## config.mk

```make
export PLATFORM = sky130hd
export DESIGN_NAME = pipeline_sequencer
export DESIGN_NICKNAME = d
export VERILOG_FILES = /design/src/rtl/pipeline_sequencer.sv
export SDC_FILE = /design/constraint.sdc
export NUM_CORES = 1
export LEC_CHECK = 0
export BUFFER_PORTS_ARGS = -buffer_cell sky130_fd_sc_hd__buf_2
export CAP_MARGIN = 20
export CORE_UTILIZATION = 48
export DETAILED_ROUTE_END_ITERATION = 8
export PLACE_DENSITY = 0.77
export SLEW_MARGIN = 20
export SYNTH_ARGS = -nofsm -noshare
export SYNTH_HDL_FRONTEND = slang
export SYNTH_SLANG_ARGS = --single-unit
export TNS_END_PERCENT = 5
```

## constraint.sdc

```tcl
create_clock -name clk -period 2.1 [get_ports clk]
set_clock_uncertainty 0.2 [all_clocks]
set_input_delay 0.315 -clock clk [delete_from_list [all_inputs] [get_ports clk]]
set_output_delay 0.315 -clock clk [all_outputs]
set_load 0.1 [all_outputs]
```

## src/rtl/pipeline_sequencer.sv

```systemverilog
// ---------------------------------------------------------------------------
// pipeline_sequencer
//   Parametrised stage sequencer for the multi-stage core. It produces a
//   clock-enable (advance) for all stage registers instead of gating the
//   clock. It also tracks the current stage, counts retired instructions
//   with saturation, and holds a sticky error halt.
//
//   Optional feature: define SINGLE_STEP_EN to add the step_mode/step_request
//   debug ports. With the ports present, one request grants exactly one
//   instruction (NUM_STAGES advances).
//
// Parameters
//   NUM_STAGES     stages per instruction (>=2); stage NUM_STAGES-1 is writeback
//   INITIAL_DELAY  cycles after reset with advance held low (0 = none)
//   COUNT_W        width of retired_count
//
// Ports
//   clk            system clock, all logic on posedge
//   reset          synchronous, active-high
//   stall_request  hold current stage (memory stall), level-sensitive
//   error_in       fault from error_propagation, level-sensitive
//   step_mode      [SINGLE_STEP_EN] 1 = single-step gating active
//   step_request   [SINGLE_STEP_EN] one-cycle pulse grants one instruction
//   advance        clock enable: stage registers update this cycle
//   stage_onehot   one-hot current stage
//   current_stage  binary current stage
//   commit         writeback retires this cycle
//   halted         sticky error halt
//   warmup         high while in initial delay
//   retired_count  instructions committed since reset (saturating)
// ---------------------------------------------------------------------------
module pipeline_sequencer #(
    parameter int NUM_STAGES    = 4,
    parameter int INITIAL_DELAY = 0,
    parameter int COUNT_W       = 32
) (
    input  logic                          clk,
    input  logic                          reset,
    input  logic                          stall_request,
    input  logic                          error_in,
`ifdef SINGLE_STEP_EN
    input  logic                          step_mode,
    input  logic                          step_request,
`endif
    output logic                          advance,
    output logic [NUM_STAGES-1:0]         stage_onehot,
    output logic [$clog2(NUM_STAGES)-1:0] current_stage,
    output logic                          commit,
    output logic                          halted,
    output logic                          warmup,
    output logic [COUNT_W-1:0]            retired_count
);

    localparam int STAGE_W = $clog2(NUM_STAGES);
    localparam int DELAY_W = (INITIAL_DELAY > 1) ? $clog2(INITIAL_DELAY) : 1;

    localparam logic [STAGE_W-1:0] LAST_STAGE = STAGE_W'(NUM_STAGES - 1);
    localparam logic [STAGE_W-1:0] STAGE_ONE  = STAGE_W'(1);
    localparam logic [DELAY_W-1:0] DELAY_LAST =
        DELAY_W'((INITIAL_DELAY > 0) ? INITIAL_DELAY - 1 : 0);
    localparam logic [DELAY_W-1:0] DELAY_ONE  = DELAY_W'(1);
    localparam logic [COUNT_W-1:0] COUNT_ONE  = COUNT_W'(1);
    localparam logic               WARMUP_RST = (INITIAL_DELAY != 0);

    logic [STAGE_W-1:0] stage_q,   stage_d;
    logic [DELAY_W-1:0] delay_q,   delay_d;
    logic               warmup_q,  warmup_d;
    logic               halted_q,  halted_d;
    logic [COUNT_W-1:0] retired_q, retired_d;
    logic               step_ok;
    logic               last_stage;

`ifdef SINGLE_STEP_EN
    logic               token_q,   token_d;
`endif

    // NOTE: every combinational output gets a default before any branch, so
    // no path leaves a signal unassigned and no latch is inferred.
    always_comb begin
        step_ok = 1'b1;
`ifdef SINGLE_STEP_EN
        step_ok = !step_mode || token_q;
`endif
        last_stage = (stage_q == LAST_STAGE);

        // Reset is folded in so the enable is never high while the
        // registers are being forced back to their reset state.
        advance = !reset && !warmup_q && !halted_q && !error_in
                  && !stall_request && step_ok;
        commit  = advance && last_stage;

        stage_d = stage_q;
        if (advance) begin
            stage_d = last_stage ? '0 : stage_q + STAGE_ONE;
        end

        // warmup drops on the edge where the counter reaches INITIAL_DELAY-1,
        // giving exactly INITIAL_DELAY cycles with advance low.
        delay_d  = delay_q;
        warmup_d = warmup_q;
        if (warmup_q) begin
            delay_d = delay_q + DELAY_ONE;
            if (delay_q == DELAY_LAST) begin
                warmup_d = 1'b0;
            end
        end

        // Faults during warmup are ignored; otherwise halt is sticky.
        halted_d = halted_q || (error_in && !warmup_q);

        retired_d = retired_q;
        if (commit && !(&retired_q)) begin
            retired_d = retired_q + COUNT_ONE;
        end

`ifdef SINGLE_STEP_EN
        // A request wins over a coinciding commit so it is never lost.
        token_d = token_q;
        if (step_request) begin
            token_d = 1'b1;
        end else if (commit) begin
            token_d = 1'b0;
        end
`endif
    end

    // NOTE: sequential state uses non-blocking assignments so every flop
    // samples its _d value from before the edge.
    always_ff @(posedge clk) begin
        // NOTE: the design has no memory arrays; every flop has a reset value
        // so the sequencer restarts cleanly from stage 0.
        if (reset) begin
            stage_q   <= '0;
            delay_q   <= '0;
            warmup_q  <= WARMUP_RST;
            halted_q  <= 1'b0;
            retired_q <= '0;
`ifdef SINGLE_STEP_EN
            token_q   <= 1'b0;
`endif
        end else begin
            stage_q   <= stage_d;
            delay_q   <= delay_d;
            warmup_q  <= warmup_d;
            halted_q  <= halted_d;
            retired_q <= retired_d;
`ifdef SINGLE_STEP_EN
            token_q   <= token_d;
`endif
        end
    end

    assign current_stage = stage_q;
    assign stage_onehot  = NUM_STAGES'(1) << stage_q;
    assign warmup        = warmup_q;
    assign halted        = halted_q;
    assign retired_count = retired_q;

endmodule

```

# After elaboration in Yosys (flattened, before gate mapping)
# Index checks and enable logic that the tools add are counted.
# Widths: inputs -> output; s select.
[op_classes]
n_addsub = 3
reduce_logical = 16
n_bitwise = 1
n_eq_ne = 1
shift = 1
mux = 2
[ops]
columns = ["operator", "n"]
rows = [
  ["$add 32x1->32 const B", 1],
  ["$reduce_and 32->1", 1],
  ["$logic_and 1x1->1", 7],
  ["$logic_not 1->1", 6],
  ["$shl 1x2->4 const A", 1],
  ["$add 2x1->2 const B", 1],
  ["$eq 2x2->1 const B", 1],
  ["$mux 2", 1],
  ["$reduce_or 2->1", 1],
  ["$add 1x1->1 const B", 1],
  ["$logic_or 1x1->1", 1],
  ["$mux 1", 1],
  ["$not 1->1", 1],
]
[totals]
output_inout_bits = 42
reg_bits = 37
input_bits = 4
elab_cells = 29

# Logic depth before layout (Yosys ltp)
# Gate-level depths: netlist (run 1).
[logic_depth]
word_depth = 7
depth_mapped = 7
ltp_nobuf = 6

# Worst setup path after synthesis (run 1)
# Ideal clock, no wire load.
[synth_timing]
path_type = "reg-to-reg"
start = "reg stage_q[0], in the netlist current_stage[0]"
end = "reg retired_q[13], in the netlist retired_count[13]"
period_less_slack_ns = 4.101
stages_incl_launch_ff = 7
required_time_ns = 1.830
arrival_ns = 3.830
slack_ns = -2.001
n_path_buf = 0
setup_ns = 0.070
path_cell_list = "dfxtp_1 > ha_1 > nand3_1 > inv_1 > nand4_1 > or4_1 > a21oi_1"
[synth_between]
elab_chain_cells = 3
[synth_rtl]
columns = ["element", "line", "source"]
rows = [
  ["start, declared", "65", "logic [STAGE_W-1:0] stage_q, stage_d;"],
  ["start signal, assigned", "142", "stage_q <= stage_d;"],
  ["$eq 2x2->1", "84", "last_stage = (stage_q == LAST_STAGE);"],
  ["$logic_and 1x1->1", "90", "commit = advance && last_stage;"],
  ["via commit", "48", "output logic commit,"],
  ["$logic_and 1x1->1", "112", "if (commit && !(&retired_q)) begin"],
  ["end signal, assigned", "146", "retired_q <= retired_d;"],
  ["end, declared", "69", "logic [COUNT_W-1:0] retired_q, retired_d;"],
]
# The timed path passes the listed nets, and every way through them passes these cells.
# A chain may end at the register's enable or synchronous reset.

# Final worst setup path (run 1)
[layout_timing]
start = "reg retired_q[0], in the netlist retired_count[0]"
end = "reg retired_q[23], in the netlist retired_count[23]"
[layout_between]
elab_chain_cells = 3
word_cells_on_any_way = 4
cone_classes = "1 x add/sub; 3 x reduce/logical"
[layout_rtl]
columns = ["element"]
rows = [
  ["parallel branches: the longest is 3 deep, another holds $add 32x1->32"],
]
# Parallel ways; which one is timed is not known.

==> results of run 1 <==
-- synthesized netlist by cell type, drive strengths merged (3+ instances only) --
master,count
nor4,4
clkbuf,4
nand2,15
and2,3
inv,9
nor2b,4
dfxtp,37
a21oi,25
or4,9
and4,6
nor2,19
mux2,4
nand3,13
nand4,9
ha,5
o31ai,8
o21ai,16
and3,4
buf,6
or3,15
-- cell families after synthesis --
family | after synthesis | share of synthesized area, %
simple gates | 105 | 32.5
compound gates | 54 | 16.5
flops | 37 | 39.1
buf+inv | 19 | 4.42
mux | 5 | 2.90
fa+ha+maj | 5 | 3.30
xor+xnor | 3 | 1.39
-- per-layer routing --
metal | GRT usage, % | wire length [um]
met1 | 26.0 | 1920
met2 | 42.2 | 2240
met3 | 5.11 | 201
met4 | 8.33 | 55
met5 | 0 | 0
-- critical path: cells and delay by family (launching register included) --
family | cells | cell delay [ns]
mux | 1 | 0.35
compound gates | 1 | 0.41
flops | 1 | 0.32
simple gates | 3 | 0.49
fa+ha+maj | 1 | 0.20
-- timing repair --
| action | in CTS | in global routing |
|---|---|---|
| resized for setup | 4 | 6 |
| setup buffers | 0 | 0 |
| pin swaps | 1 | 5 |
| endpoints found under the setup margin | 8 | 19 |
-- area by class of cell --
type                       count  area share (%)
sequential                    37            29.8
clock inverter                 3           0.475
clock buffer                   5            2.61
timing repair buffer          82            20.4
tap                           48            2.28
inverter                       9            1.43
multi-input combinational    172            43.1
-- where the power goes --
| part | switching (mW) | internal, mW | total (mW) | leakage, nW |
|---|---|---|---|---|
| Combinational | 0.0629 | 0.0166 | 0.0795 | 0.731 |
| Sequential | 0.00339 | 0.702 | 0.705 | 0.314 |
| Clock | 0.250 | 0.223 | 0.473 | 0.0430 |
| Total | 0.316 | 0.942 | 1.26 | 1.09 |
-- per-stage QoR --
stage / std cells / setup TNS, ns / hold WS [ns] / setup slack [ns]
2_1_floorplan: 228 / -11.40 / 0.215 / -0.480
3_3_place_gp: 348 / -1.08 / 0.224 / -0.148
5_1_grt: 356 / -0.276 / 0.137 / -0.0705
3_5_place_dp: 348 / -1.56 / 0.234 / -0.174
4_1_cts: 356 / -0.0106 / 0.116 / -0.0106
6_report: 356 / 0 / 0.116 / 0.0169
-- flip-flops by register name, summed over array words and instances, names as in the netlist --
| signal | cells |
|---|---|
| warmup | 1 |
| current_stage | 2 |
| retired_count | 32 |
| delay_q | 1 |
| halted | 1 |
-- worst paths after layout --
kind,startpoint,endpoint,slack [ns],depth (start not counted)
max,retired_count[0]$_SDFFE_PP0P_,retired_count[23]$_SDFFE_PP0P_,0.02,6
min reg2reg,delay_q$_SDFFE_PP0P_,warmup$_SDFF_PP0_,0.25,2
min,error_in,halted$_SDFF_PP0_,0.12,3
max reg2reg,retired_count[0]$_SDFFE_PP0P_,retired_count[23]$_SDFFE_PP0P_,0.02,6
==> results.toml, run 1 <==
[cells_and_area]
finish.net_count = 316
layout.cells.most_common_list = "sky130_fd_sc_hd__buf_2 (43), sky130_fd_sc_hd__buf_4 (36), sky130_fd_sc_hd__dfxtp_2 (28)"
finalInstanceArea_um2 = 2630
antenna_diode_count = 0
layout-drive-gt1-share_pct = 44.5
multiInputGateArea_um2 = 1130
layout.cells.most_common = "sky130_fd_sc_hd__buf_2"
seq_area_um2 = 783
final_util_pct = 70.8
fillCellCount = 308
layout-area-overhead-vs-synth_pct = 38.8

[floorplanning]
floorplan.die.height_um = 64.9
initial_utilization_pct = 51.0
die_area_um2 = 4210
boundaryPins = 46
num_rows = 22
die-width_um = 64.9
placeableCoreArea_um2 = 3720

[routing]
detailedRoute.firstPassIterationCount = 4
detailroute.via_count = 1979
drc = 0
wl_um = 4420
drt-initial-drc-count = 162
via_density_per_instance = 5.56
avgRoutedWirePerCell_um = 12.4
detail_route_antenna_nets = 0

[clocking]
path_clk_slew_ns = 0.07
postCtsHoldBufs = 0
clock_net_sink_count = 37
cts.htree.levels = 2
tritoncts = "done"
clock_latency_ns = 0.29
cts_made_buffers = 5
cts-root-to-sink-buffers = 2
cts_root_buffer = "sky130_fd_sc_hd__clkbuf_8"

[global_route]
globalRouteOverflowTotal = 0
grt_pass1_vias = 1793
grt_max_degree = 44
antenna_violations_before_repair = 0
grt_pass1_wl_um = 7600
total_track_usage_pct = 23.2

[logic_synthesis]
synthesis.yosys.warnings = 0
synth_largest_type_area_fraction_pct = 39.1
post_synth_net_total = 237
synthesis.instances = 228
number_of_flops_mapped_to_enable_cells_by_yosys = 0
synth.ff_latch_count = 37
synthTopCellsByArea = "sky130_fd_sc_hd__dfxtp_1 (39%), sky130_fd_sc_hd__a21oi_1 (6.6%), sky130_fd_sc_hd__or3_1 (4.9%), sky130_fd_sc_hd__o21ai_0 (4.2%), sky130_fd_sc_hd__nor2_1 (3.8%)"
synth_cell_type_count = 36
netlist.top_cell.by_area = "sky130_fd_sc_hd__dfxtp_1"
ys_seq_area_share_pct = 39.1
dominantRegCellSynth = "sky130_fd_sc_hd__dfxtp_1"
synth_area_um2 = 1900
synth-async-reset-ratio_pct = 0
syn-mean-instance-area_um2 = 8.32

[worst_hold_path]
worstHoldPathType = "primary input to register"

[worst_setup_path]
end_kind = "register"
crit_path_max_incr_delay_ns = 0.41
critical_path_class = "register to register"
start_kind = "register"
cp_slowest_cell = "sky130_fd_sc_hd__a311o_2"
crit_arrival_ns = 2.06
required_ns = 2.08
path_cells = "ha_1 > and2_4 > and2_1 > a311o_2 > nor3_1 > mux2_2"
critical_path.max_fanout = 14

[sta]
worstMarginPinSlew_ns = 0.496
rsz0062_at_grt = "yes"
max_freq_mhz = 480
slew_headroom_pct = 67.2
fin_crit_ns = 2.08
report.final.slew_viol_count = 0
final_hold_viol_count = 0
setup-violations-final = 0
period_share_pct = 99.2

[placed_design]
gp_congestion = 0.804
dpl_cell_area_um2 = 2510
io_buffer_count = 45
detailed_place_hpwl_um = 3240

[power_and_ir_drop]
power_mw = 1.26
p_leak_nw = 1.09
vdd.ir_drop.worst_mv = 0.375
power_density_nw_per_um2 = 478

[status]
run_status = "finished, final reports clean"

[flow_run]
maxCapViolCount = 0
No activity file was read; power rests on OpenSTA's default activity.
==> run 2, diff against run 1 <==
--- a/config.mk
+++ b/config.mk
@@ -9,7 +9,7 @@
 export CAP_MARGIN = 20
 export CORE_UTILIZATION = 48
 export DETAILED_ROUTE_END_ITERATION = 8
-export PLACE_DENSITY = 0.77
+export PLACE_DENSITY = 0.81
 export SLEW_MARGIN = 20
 export SYNTH_ARGS = -nofsm -noshare
 export SYNTH_HDL_FRONTEND = slang
==> results.toml, run 2 (same netlist as run 1, synthesis figures left out) <==
[floorplanning]
placeableCoreArea_um2 = 3720
die_area_um2 = 4210
boundaryPins = 46
num_rows = 22
die-width_um = 64.9
initial_utilization_pct = 51.0
floorplan.die.height_um = 64.9

[power_and_ir_drop]
power_density_nw_per_um2 = 478
power_mw = 1.31
p_int_mw = 0.989
seq_power_share_pct = 53.8
p_sw_share_pct = 24.6
p_leak_nw = 1.13
p_sw_mw = 0.322
vdd.ir_drop.worst_mv = 0.434
share_of_power_burned_in_the_clock_network_pct = 39.9
p_comb_share_pct = 6.3

[worst_hold_path]
min_from = "error_in"
hold-path-cell-count = 3
min_to = "halted$_SDFF_PP0_"
worstHoldPathType = "primary input to register"

[global_route]
grt_pass1_vias = 1846
globalRouteOverflowTotal = 0
total_track_usage_pct = 25.5
antenna_violations_before_repair = 0
grt_max_degree = 44
grt_pass1_wl_um = 8270

[worst_setup_path]
start_kind = "register"
worst_r2r_path_depth = 6
critical_path.max_fanout = 7
ff2ff_setup_slack_ns = 0.01
crit_reg_reg_startpoint = "retired_count[0]$_SDFFE_PP0P_"
crit_arrival_ns = 2.08
end_kind = "register"
critical_path_class = "register to register"
required_ns = 2.09
regToRegEndpoint = "retired_count[23]$_SDFFE_PP0P_"

[placed_design]
gp_congestion = 0.832
io_buffer_count = 45
placed_cells = 349
detailed_place_hpwl_um = 3360
dpl_cell_area_um2 = 2520

[sta]
period_share_pct = 99.5
timing.hold.ws_ns = 0.0832
fin_crit_ns = 2.09
worstMarginPinSlew_ns = 0.500
report.final.slew_viol_count = 0
rsz0062_at_grt = "yes"
slew_headroom_pct = 66.9
max_freq_mhz = 478
setup-violations-final = 0
final_hold_viol_count = 0

[cells_and_area]
antenna_diode_count = 0
largest_register_ff_count = 32
layout.cells.most_common = "sky130_fd_sc_hd__buf_2"
finish.net_count = 322
layout-area-overhead-vs-synth_pct = 44.5
layout.cells.most_common_list = "sky130_fd_sc_hd__buf_2 (43), sky130_fd_sc_hd__buf_4 (40), sky130_fd_sc_hd__dfxtp_2 (28)"
layout-drive-gt1-share_pct = 47.8
finalInstanceArea_um2 = 2740
final-instance-count-excl-fill = 362

[clocking]
path_clk_slew_ns = 0.07
cts_root_buffer = "sky130_fd_sc_hd__clkbuf_8"
cts-root-to-sink-buffers = 2
clock_latency_ns = 0.30
tritoncts = "done"
cts.htree.levels = 2
clock_net_sink_count = 37
cts_made_buffers = 5
postCtsHoldBufs = 0

[routing]
wl_um = 5140
avgRoutedWirePerCell_um = 14.2
detailroute.via_count = 2078
via_density_per_instance = 5.74
drc = 0
detail_route_antenna_nets = 0
drt-initial-drc-count = 180
detailedRoute.firstPassIterationCount = 4

[status]
run_status = "finished, final reports clean"

[flow_run]
maxCapViolCount = 0
## run 2: power groups by stage
| stage | Sequential (mW) | Clock [mW] | Combinational (mW) |
|---|---|---|---|
| 3_5_place_dp | 0.721 | 0 | 0.0792 |
| 2_1_floorplan | 0.738 | 0 | 0.0446 |
| 4_1_cts | 0.705 | 0.534 | 0.0793 |
| 3_3_place_gp | 0.721 | 0 | 0.0782 |
| 5_1_grt | 0.704 | 0.562 | 0.0879 |
| 6_report | 0.705 | 0.523 | 0.0831 |
## run 2: worst max path at each step
stage | cells past startpoint | slack (ns) | startpoint | to
after global placement | 7 | -0.14 | error_in | retired_count[23]$_SDFFE_PP0P_
after floorplan | 6 | -0.48 | current_stage[0]$_SDFFE_PP0P_ | retired_count[13]$_SDFFE_PP0P_
after CTS | 5 | 0.004 | retired_count[10]$_SDFFE_PP0P_ | retired_count[27]$_SDFFE_PP0P_
after detailed placement | 7 | -0.18 | error_in | retired_count[23]$_SDFFE_PP0P_
after global routing | 6 | -0.05 | retired_count[0]$_SDFFE_PP0P_ | retired_count[23]$_SDFFE_PP0P_
final | 6 | 0.01 | retired_count[0]$_SDFFE_PP0P_ | retired_count[23]$_SDFFE_PP0P_
## run 2: cell type report
| class | instances | area, um^2 |
|---|---|---|
| multi-input cells | 173 | 1190 |
| fillers | 287 | 976 |
| flip-flops and latches | 37 | 783 |
| repair buffers | 87 | 578 |
| clock buffers | 8 | 90.1 |
| well taps | 48 | 60.1 |
| inverters | 9 | 37.5 |
## run 2: metrics by stage
stage / utilization (%) / setup slack [ns] / TNS, ns
finish: 73.7 / 0.0101 / 0
detailed placement: 67.8 / -0.181 / -1.39
floorplan: - / -0.480 / -11.40
global route: 73.7 / -0.0499 / -0.219
global placement: 67.8 / -0.143 / -0.940
CTS: 71.0 / 0.00382 / 0
## run 2: critical path, stage by stage (launching register included)
cell and delay [ns]:
sky130_fd_sc_hd__dfxtp_2 0.34, sky130_fd_sc_hd__ha_4 0.15, sky130_fd_sc_hd__and2_4 0.14, sky130_fd_sc_hd__and2_4 0.15, sky130_fd_sc_hd__a311o_2 0.47, sky130_fd_sc_hd__nor3_4 0.22, sky130_fd_sc_hd__mux2_4 0.31
## run 2: layer usage
metal	GRT usage [%]	vias to the layer above	part of all wire (%)
met2	43.2	53	52
met5	0	-	0
li1	-	1021	-
met4	9.44	0	2.1
met1	30.2	994	42
met3	7.04	10	3.7
## run 2: timing repair
item	4_1_cts	5_1_grt
setup buffers	0	4
setup endpoints to repair	8	19
pin swaps	2	7
cloned	1	0
gates resized for setup	7	18
endpoints found under the hold margin	0	0
